[src/rtl/seq_branch_compare_unit.sv]
// seq_branch_compare_unit
// Iterative compare/branch-resolution unit for the execute stage.
// Operands are compared MSB-first, CHUNK bits per cycle. Signed compares are
// turned into unsigned ones by flipping the sign bit of both operands at
// capture. The result is registered and then held until the consumer takes it.
module seq_branch_compare_unit #(
    parameter int XLEN  = 64,
    parameter int CHUNK = 8
) (
    input  logic            clk,
    input  logic            rst,
    input  logic            in_valid,
    output logic            in_ready,
    input  logic [2:0]      op,
    input  logic [XLEN-1:0] rs1,
    input  logic [XLEN-1:0] rs2,
    output logic            out_valid,
    input  logic            out_ready,
    output logic            taken,
    output logic [XLEN-1:0] set_val,
    output logic            is_branch
);

    localparam int N     = XLEN / CHUNK;
    localparam int CNT_W = (N > 1) ? $clog2(N) : 1;

    localparam logic [1:0] S_IDLE = 2'd0;
    localparam logic [1:0] S_RUN  = 2'd1;
    localparam logic [1:0] S_DONE = 2'd2;

    localparam logic [2:0] OP_BEQ  = 3'b000;
    localparam logic [2:0] OP_BNE  = 3'b001;
    localparam logic [2:0] OP_SLT  = 3'b010;
    localparam logic [2:0] OP_SLTU = 3'b011;
    localparam logic [2:0] OP_BLT  = 3'b100;
    localparam logic [2:0] OP_BGE  = 3'b101;
    localparam logic [2:0] OP_BLTU = 3'b110;
    localparam logic [2:0] OP_BGEU = 3'b111;

    logic [1:0]       r_state;
    logic [CNT_W-1:0] r_cnt;
    logic             r_lt_f;
    logic             r_gt_f;
    logic [2:0]       r_op;
    logic [XLEN-1:0]  r_a;
    logic [XLEN-1:0]  r_b;
    logic             r_taken;
    logic [XLEN-1:0]  r_set_val;
    logic             r_is_branch;

    logic             w_signed_in;
    logic [XLEN-1:0]  w_sign_flip;
    logic [CHUNK-1:0] w_a_chunk;
    logic [CHUNK-1:0] w_b_chunk;
    logic             w_lt_nxt;
    logic             w_gt_nxt;
    logic             w_eq;
    logic             w_last;
    logic             w_taken;
    logic [XLEN-1:0]  w_set_val;
    logic             w_is_branch;

    // Signed compares map to unsigned order by inverting the MSB of both operands
    assign w_signed_in = (op == OP_SLT) || (op == OP_BLT) || (op == OP_BGE);
    assign w_sign_flip = {w_signed_in, {(XLEN-1){1'b0}}};

    assign w_last    = (r_cnt == CNT_W'(N - 1));
    assign in_ready  = (r_state == S_IDLE);
    assign out_valid = (r_state == S_DONE);
    assign taken     = r_taken;
    assign set_val   = r_set_val;
    assign is_branch = r_is_branch;

    // Select the chunk addressed by the counter, most significant chunk first
    always_comb begin
        w_a_chunk = '0;
        w_b_chunk = '0;
        for (int i = 0; i < N; i++) begin
            if (r_cnt == CNT_W'(i)) begin
                w_a_chunk = r_a[XLEN-1-i*CHUNK -: CHUNK];
                w_b_chunk = r_b[XLEN-1-i*CHUNK -: CHUNK];
            end
        end
    end

    // First differing chunk decides the order; later chunks cannot change it
    always_comb begin
        w_lt_nxt = r_lt_f;
        w_gt_nxt = r_gt_f;
        if (!r_lt_f && !r_gt_f) begin
            w_lt_nxt = (w_a_chunk < w_b_chunk);
            w_gt_nxt = (w_a_chunk > w_b_chunk);
        end
    end

    // Final result from the flags as they stand after the current chunk
    always_comb begin
        w_eq        = !w_lt_nxt && !w_gt_nxt;
        w_taken     = 1'b0;
        w_set_val   = '0;
        w_is_branch = 1'b1;
        case (r_op)
            OP_BEQ:           w_taken = w_eq;
            OP_BNE:           w_taken = !w_eq;
            OP_SLT, OP_SLTU: begin
                w_set_val   = XLEN'(w_lt_nxt);
                w_is_branch = 1'b0;
            end
            OP_BLT, OP_BLTU:  w_taken = w_lt_nxt;
            OP_BGE, OP_BGEU:  w_taken = !w_lt_nxt;
            default:          w_taken = 1'b0;
        endcase
    end

    // Operand/opcode capture on acceptance; pure data, no reset needed
    always_ff @(posedge clk) begin
        if (r_state == S_IDLE && in_valid) begin
            r_op <= op;
            r_a  <= rs1 ^ w_sign_flip;
            r_b  <= rs2 ^ w_sign_flip;
        end
    end

    // Control FSM: accept, iterate over N chunks, hold result until taken
    always_ff @(posedge clk) begin
        if (rst) begin
            r_state     <= S_IDLE;
            r_cnt       <= '0;
            r_lt_f      <= 1'b0;
            r_gt_f      <= 1'b0;
            r_taken     <= 1'b0;
            r_set_val   <= '0;
            r_is_branch <= 1'b0;
        end else begin
            case (r_state)
                S_IDLE: begin
                    if (in_valid) begin
                        r_cnt   <= '0;
                        r_lt_f  <= 1'b0;
                        r_gt_f  <= 1'b0;
                        r_state <= S_RUN;
                    end
                end
                S_RUN: begin
                    r_lt_f <= w_lt_nxt;
                    r_gt_f <= w_gt_nxt;
                    r_cnt  <= r_cnt + CNT_W'(1);
                    if (w_last) begin
                        r_taken     <= w_taken;
                        r_set_val   <= w_set_val;
                        r_is_branch <= w_is_branch;
                        r_state     <= S_DONE;
                    end
                end
                S_DONE: begin
                    if (out_ready) begin
                        r_state <= S_IDLE;
                    end
                end
                default: r_state <= S_IDLE;
            endcase
        end
    end

endmodule

[config.mk]
export PLATFORM = sky130hd
export DESIGN_NAME = seq_branch_compare_unit
export DESIGN_NICKNAME = d
export VERILOG_FILES = /design/src/rtl/seq_branch_compare_unit.sv
export SDC_FILE = /design/constraint.sdc
export NUM_CORES = 1
export LEC_CHECK = 0
export BUFFER_PORTS_ARGS = -buffer_cell sky130_fd_sc_hd__buf_4
export CORE_MARGIN = 1.5
export CORE_UTILIZATION = 35
export DETAILED_ROUTE_END_ITERATION = 16
export MAX_ROUTING_LAYER = met4
export SLEW_MARGIN = 20
export SYNTH_ARGS = -nofsm -noshare
export SYNTH_HDL_FRONTEND = slang
export SYNTH_SLANG_ARGS = --single-unit
[constraint.sdc]
create_clock -name clk -period 8.1 [get_ports clk]
set_clock_uncertainty 0.2 [all_clocks]
set_input_delay 0 -clock clk [delete_from_list [all_inputs] [get_ports clk]]
set_output_delay 0 -clock clk [all_outputs]
set_load 0.02 [all_outputs]
# [After elaboration in Yosys (flattened, before gate mapping)]
# Cells that the tools add are included.
[totals] regBits=204 wordCells=87
[classes] add_sub_neg=1 n_lt_le_gt_ge=2 n_eq_ne=22 n_mux=30 bitwise=2 n_reduce_logical=20
[op_table] cell="$mux 8" count=16
[op_table] cell="$xor 64x64->64" count=2
[op_table] cell="$eq 3x3->1 const B" count=10
[op_table] cell="$eq 3x2->1 const B" count=5
[op_table] cell="$gt 8x8->1" count=1
[op_table] cell="$lt 8x8->1" count=1
[op_table] cell="$eq 3x1->1 const B" count=2
[op_table] cell="$logic_not 3->1" count=2
[op_table] cell="$mux 2" count=3
[op_table] cell="$pmux 2 s3" count=1
[op_table] cell="$pmux 3 s2" count=1
[op_table] cell="$reduce_or 2->1" count=3
[op_table] cell="$logic_not 1->1" count=5
[op_table] cell="$mux 1" count=5
[op_table] cell="$ne 2x2->1 const B" count=2
[op_table] cell="$pmux 1 s2" count=2
[op_table] cell="$pmux 1 s4" count=1
[op_table] cell="$reduce_and 2->1" count=2
[op_table] cell="$add 3x1->3 const B" count=1
[op_table] cell="$logic_and 1x1->1" count=3
[op_table] cell="$mux 3" count=1
[op_table] cell="$reduce_and 3->1" count=1
[op_table] cell="$eq 2x1->1 const B" count=1
[op_table] cell="$eq 2x2->1 const B" count=1
[op_table] cell="other kinds (4)" count=5

# [Longest topological paths before layout]
[depth] ltp_word=15 mapped_depth=16 depth_no_buf=15

# [Least setup slack after synthesis]
# Ideal clock, no wire load.
[synth_path] path_kind="reg2reg" from="reg r_state[0]" to="reg r_a[0], enable pin" arrival_ns=3.421 required_time_ns=7.416 slack_ns=3.995 stages_incl_launch_ff=5 period_less_slack_ns=4.105 path_cell_list="dfxtp_1 -> buf_2 -> nor2_1 -> nand2_1 -> inv_1"
[synth_via] elab_chain_len=2
[synth_rtl] item="from (decl)" line_no="40" text="logic [1:0] r_state;"
[synth_rtl] item="from (signal assigned)" line_no="127" text="r_state <= S_IDLE;"
[synth_rtl] item="from (signal assigned)" line_no="141" text="r_state <= S_RUN;"
[synth_rtl] item="from (signal assigned)" line_no="152" text="r_state <= S_DONE;"
[synth_rtl] item="$logic_not 2->1"
[synth_rtl] item="via in_ready" line_no="13" text="output logic in_ready,"
[synth_rtl] item="$logic_and 1x1->1" line_no="117" text="if (r_state == S_IDLE && in_valid) begin"
[synth_rtl] item="to (signal assigned)" line_no="119" text="r_a <= rs1 ^ w_sign_flip;"
[synth_rtl] item="to (decl)" line_no="45" text="logic [XLEN-1:0] r_a;"
# The timed path passes the listed nets, and every way through them passes these cells.
# A chain may end at the register's enable or synchronous reset.

# [Worst setup path in the final report]
[layout_path] from="reg r_cnt[2]" to="reg r_gt_f"
[layout_via] elab_chain_len=12
[layout_rtl] item="from (decl)" line_no="41" text="logic [CNT_W-1:0] r_cnt;"
[layout_rtl] item="from (signal assigned)" line_no="147" text="r_cnt <= r_cnt + CNT_W'(1);"
[layout_rtl] item="$logic_not 3->1" line_no="79" text="if (r_cnt == CNT_W'(i)) begin"
[layout_rtl] item="$mux 8 (8 in a row)" line_no="79"
[layout_rtl] item="$gt 8x8->1 (*)" line_no="92" text="w_gt_nxt = (w_a_chunk > w_b_chunk);"
[layout_rtl] item="$mux 1 (*)" line_no="90" text="if (!r_lt_f && !r_gt_f) begin"
[layout_rtl] item="$pmux 1 s2 (*)" line_no="135" text="case (r_state)"
[layout_rtl] item="to (signal assigned)" line_no="146" text="r_gt_f <= w_gt_nxt;"
[layout_rtl] item="to (decl)" line_no="43" text="logic r_gt_f;"
# Mark *: on every way between the ends. The rest lies on a longest branch, timed or not.

==> run_results.csv <==
group,metric,value,unit
sta,slew_headroom,36.7,%
finish,area_growth,46.3,%
sta,slew_viol_final,0,
grt,antenna_found_initial,0,
power_and_ir_drop,ir_worst_vdd,0.140,mV
worst_setup_path,crit_start,"r_cnt[2]",
synth,syn-cell-area,0.00630,mm^2
grt,grt_overflow_total,0,
sta,rsz0062_at_grt,"false",
routing,dr_total_vias,4604,
worst_setup_path,crit_buf_inv,2,
synth,synth_area_leader_cell,"edfxtp_1",
synth,synthCells,470,
synth,synth_ff_type,"edfxtp_1",
hold_path,hp-class,"in -> reg",
finish,drive_gt1_share,23.1,%
cts,cts.sinks,141,
die,start_util,36.1,%
die,chipWidth,137,um
cts,clk_path_buf_depth,2,
worst_setup_path,crit_type,"reg -> reg",
cts,cts_setup_buffers,0,
run_status,status,"completed",
sta,tns,0,ns
synth,synth-edff-count,131,
cts,clkTransAtPathRegs,0.06,ns
grt,grt_pass1_vias,4627,
cts,htreeDepth,4,
sta,fin_crit,4.45,ns
worst_setup_path,critPathLaunchType,"flop",
synth,yosysSeqAreaShare,65.6,%
flow_run,drv_cap,0,
worst_setup_path,cp_max_fo,26,
finish,final_cell_mix,"142 x buf_4, 134 x dlygate4sd3_1, 131 x edfxtp_1",
power_and_ir_drop,powerDensity,202,mW/mm^2
die,die_area,0.0188,mm^2
finish,diodes,0,
cts,root_buffer,"clkbuf_16",
worst_setup_path,required,8.20,ns
synth,ys_warn_count,0,
routing,drt_wl_total,16.3,mm
place,hpwl,10.8,mm
sta,worstMarginPinSlew,0.950,ns
routing,avgRoutedWirePerCell,16.6,um
cts,clk_latency,0.42,ns
synth,async_reset_ff_share,0,%
grt,grt_pass1_wl,24.5,mm
grt,grt_max_degree,72,
power_and_ir_drop,total_power,1.86,mW
routing,drtIter0Drc,310,
worst_setup_path,crit_chain,"clkinv_1 -> ha_1 -> nor2b_2 -> a221oi_1 -> a211oi_1 -> ha_1 -> a21o_1 -> a2111oi_4 -> inv_2 -> o21bai_2 -> nor2_1 -> o221a_1",
worst_setup_path,arrival,4.55,ns
synth,synth_top_area_share,62.4,%
sta,min_period_over_period,54.9,%
finish,final_nets,891,
sta,fmax,0.225,GHz
worst_setup_path,crit_top_cell,"ha_1",
place,port_buffers,139,
routing,drt-pass1-iter-count,5,
synth,ys_types,47,
synth,syn-mean-instance-area,13.4,um^2
die,die_y,137,um
sta,setup_viol,0,
cts,cts_made_buffers,17,
finish,final_common_cell,"buf_4",
routing,drc,0,
sta,finalHoldViolCount,0,
die,core-area,0.0175,mm^2
worst_setup_path,crit_path_max_incr_delay,0.82,ns
place,gp_congestion,0.892,
hold_path,min_from,"rs1[58]",
worst_setup_path,r2r-start,"r_cnt[2]",
power_and_ir_drop,p_leak,3.62,nW
cts,cts_tree,"built",
die,ios,203,
synth,synth.area.top_cells,"edfxtp_1 62%, buf_4 7.6%, dfxtp_1 3.2%",
routing,post_drt_via_cell_ratio,4.70,
routing,ant_nets,0,
die,placementRows,48,
synth,ys_ff_latch,141,
worst_setup_path,cp_top_family,"compound AO/OA/AOI/OAI gates",
worst_setup_path,critPathSlowestCell,"ha_1",
grt,track_usage,18.6,%
worst_setup_path,critPathCaptureType,"flop",
flip-flops by register name, indices dropped and copies added (netlist names):
signal and cells:
r_gt_f 1, r_a 64, r_state 2, r_op 3, is_branch 1, r_b 64, r_lt_f 1, set_val 1
r_cnt 3, taken 1
Yosys cell counts, types with 2 or more instances:
library cell / n
xor2_1: 2
nor3b_1: 2
nor3_1: 6
nand3b_1: 7
o21ai_0: 24
ha_1: 14
nor2_1: 19
edfxtp_1: 131
a21oi_1: 26
and3b_1: 8
nand4_1: 2
a22oi_1: 4
buf_4: 64
inv_1: 6
clkbuf_1: 9
buf_2: 10
mux2i_1: 12
o211ai_1: 9
clkinv_1: 2
nand2_1: 35
a221oi_1: 17
a211oi_1: 7
o22ai_1: 8
nor2b_1: 5
o22a_1: 8
buf_1: 2
dfxtp_1: 10
and2_1: 2
worst paths after layout:
path,end,slack [ns],cells past startpoint
setup reg to reg,r_gt_f,3.65,12
setup / recovery,r_gt_f,3.65,12
hold reg to reg,taken,0.31,2
hold / removal,r_a[58],0.1,2
where the power goes:
group | switching (mW) | internal (mW)
Clock | 0.272 | 0.477
Combinational | 0.127 | 0.128
Sequential | 0.0150 | 0.845
Total | 0.414 | 1.45
kinds of logic (layout without fill, tap and decap cells):
| kind of cell | Yosys count | after routing | share of synthesized area (%) |
|---|---|---|---|
| compound gates | 112 | 112 | 12.1 |
| xor+xnor | 2 | 2 | 0.278 |
| fa+ha+maj | 14 | 14 | 2.78 |
| buf+inv | 94 | 316 | 9.61 |
| flops | 141 | 141 | 65.6 |
| mux | 12 | 12 | 1.91 |
| other cells | 1 | 63 | 0.0595 |
| simple gates | 94 | 94 | 7.70 |
what timing repair did:
item | in CTS | in global routing
endpoints found under the hold margin | 141 | 0
gates resized for setup | 0 | 0
hold buffers | 134 | 0
stage by stage:
| stage | setup slack, ns | util, % | area (um^2) | hold slack (ns) | instances |
|---|---|---|---|---|---|
| after floorplan | 4.00 | - | 6540 | -0.101 | 532 |
| after global placement | 3.52 | 41.9 | 7320 | -0.0210 | 814 |
| after detailed placement | 3.41 | 41.9 | 7320 | -0.0207 | 814 |
| after CTS | 3.36 | 52.8 | 9220 | 0.0803 | 979 |
| after global routing | 3.31 | 52.8 | 9220 | 0.0878 | 979 |
| final | 3.65 | 52.8 | 9220 | 0.0978 | 979 |
per-layer routing:
| layer | GRT usage, % | wire, um |
|---|---|---|
| met3 | 3.68 | 936 |
| met4 | 7.25 | 348 |
| met5 | - | 0 |
| met2 | 29.3 | 7790 |
| met1 | 23.7 | 7180 |
cell type report:
| cell class | instances | area, um^2 |
|---|---|---|
| clock buffers | 21 | 440 |
| clock inverters | 10 | 123 |
| fillers | 1445 | 8250 |
| inverters | 9 | 36.3 |
| multi-input cells | 297 | 1800 |
| flip-flops and latches | 141 | 4130 |
| well taps | 225 | 282 |
| repair buffers | 276 | 2410 |
No activity file was read; power rests on OpenSTA's default activity.
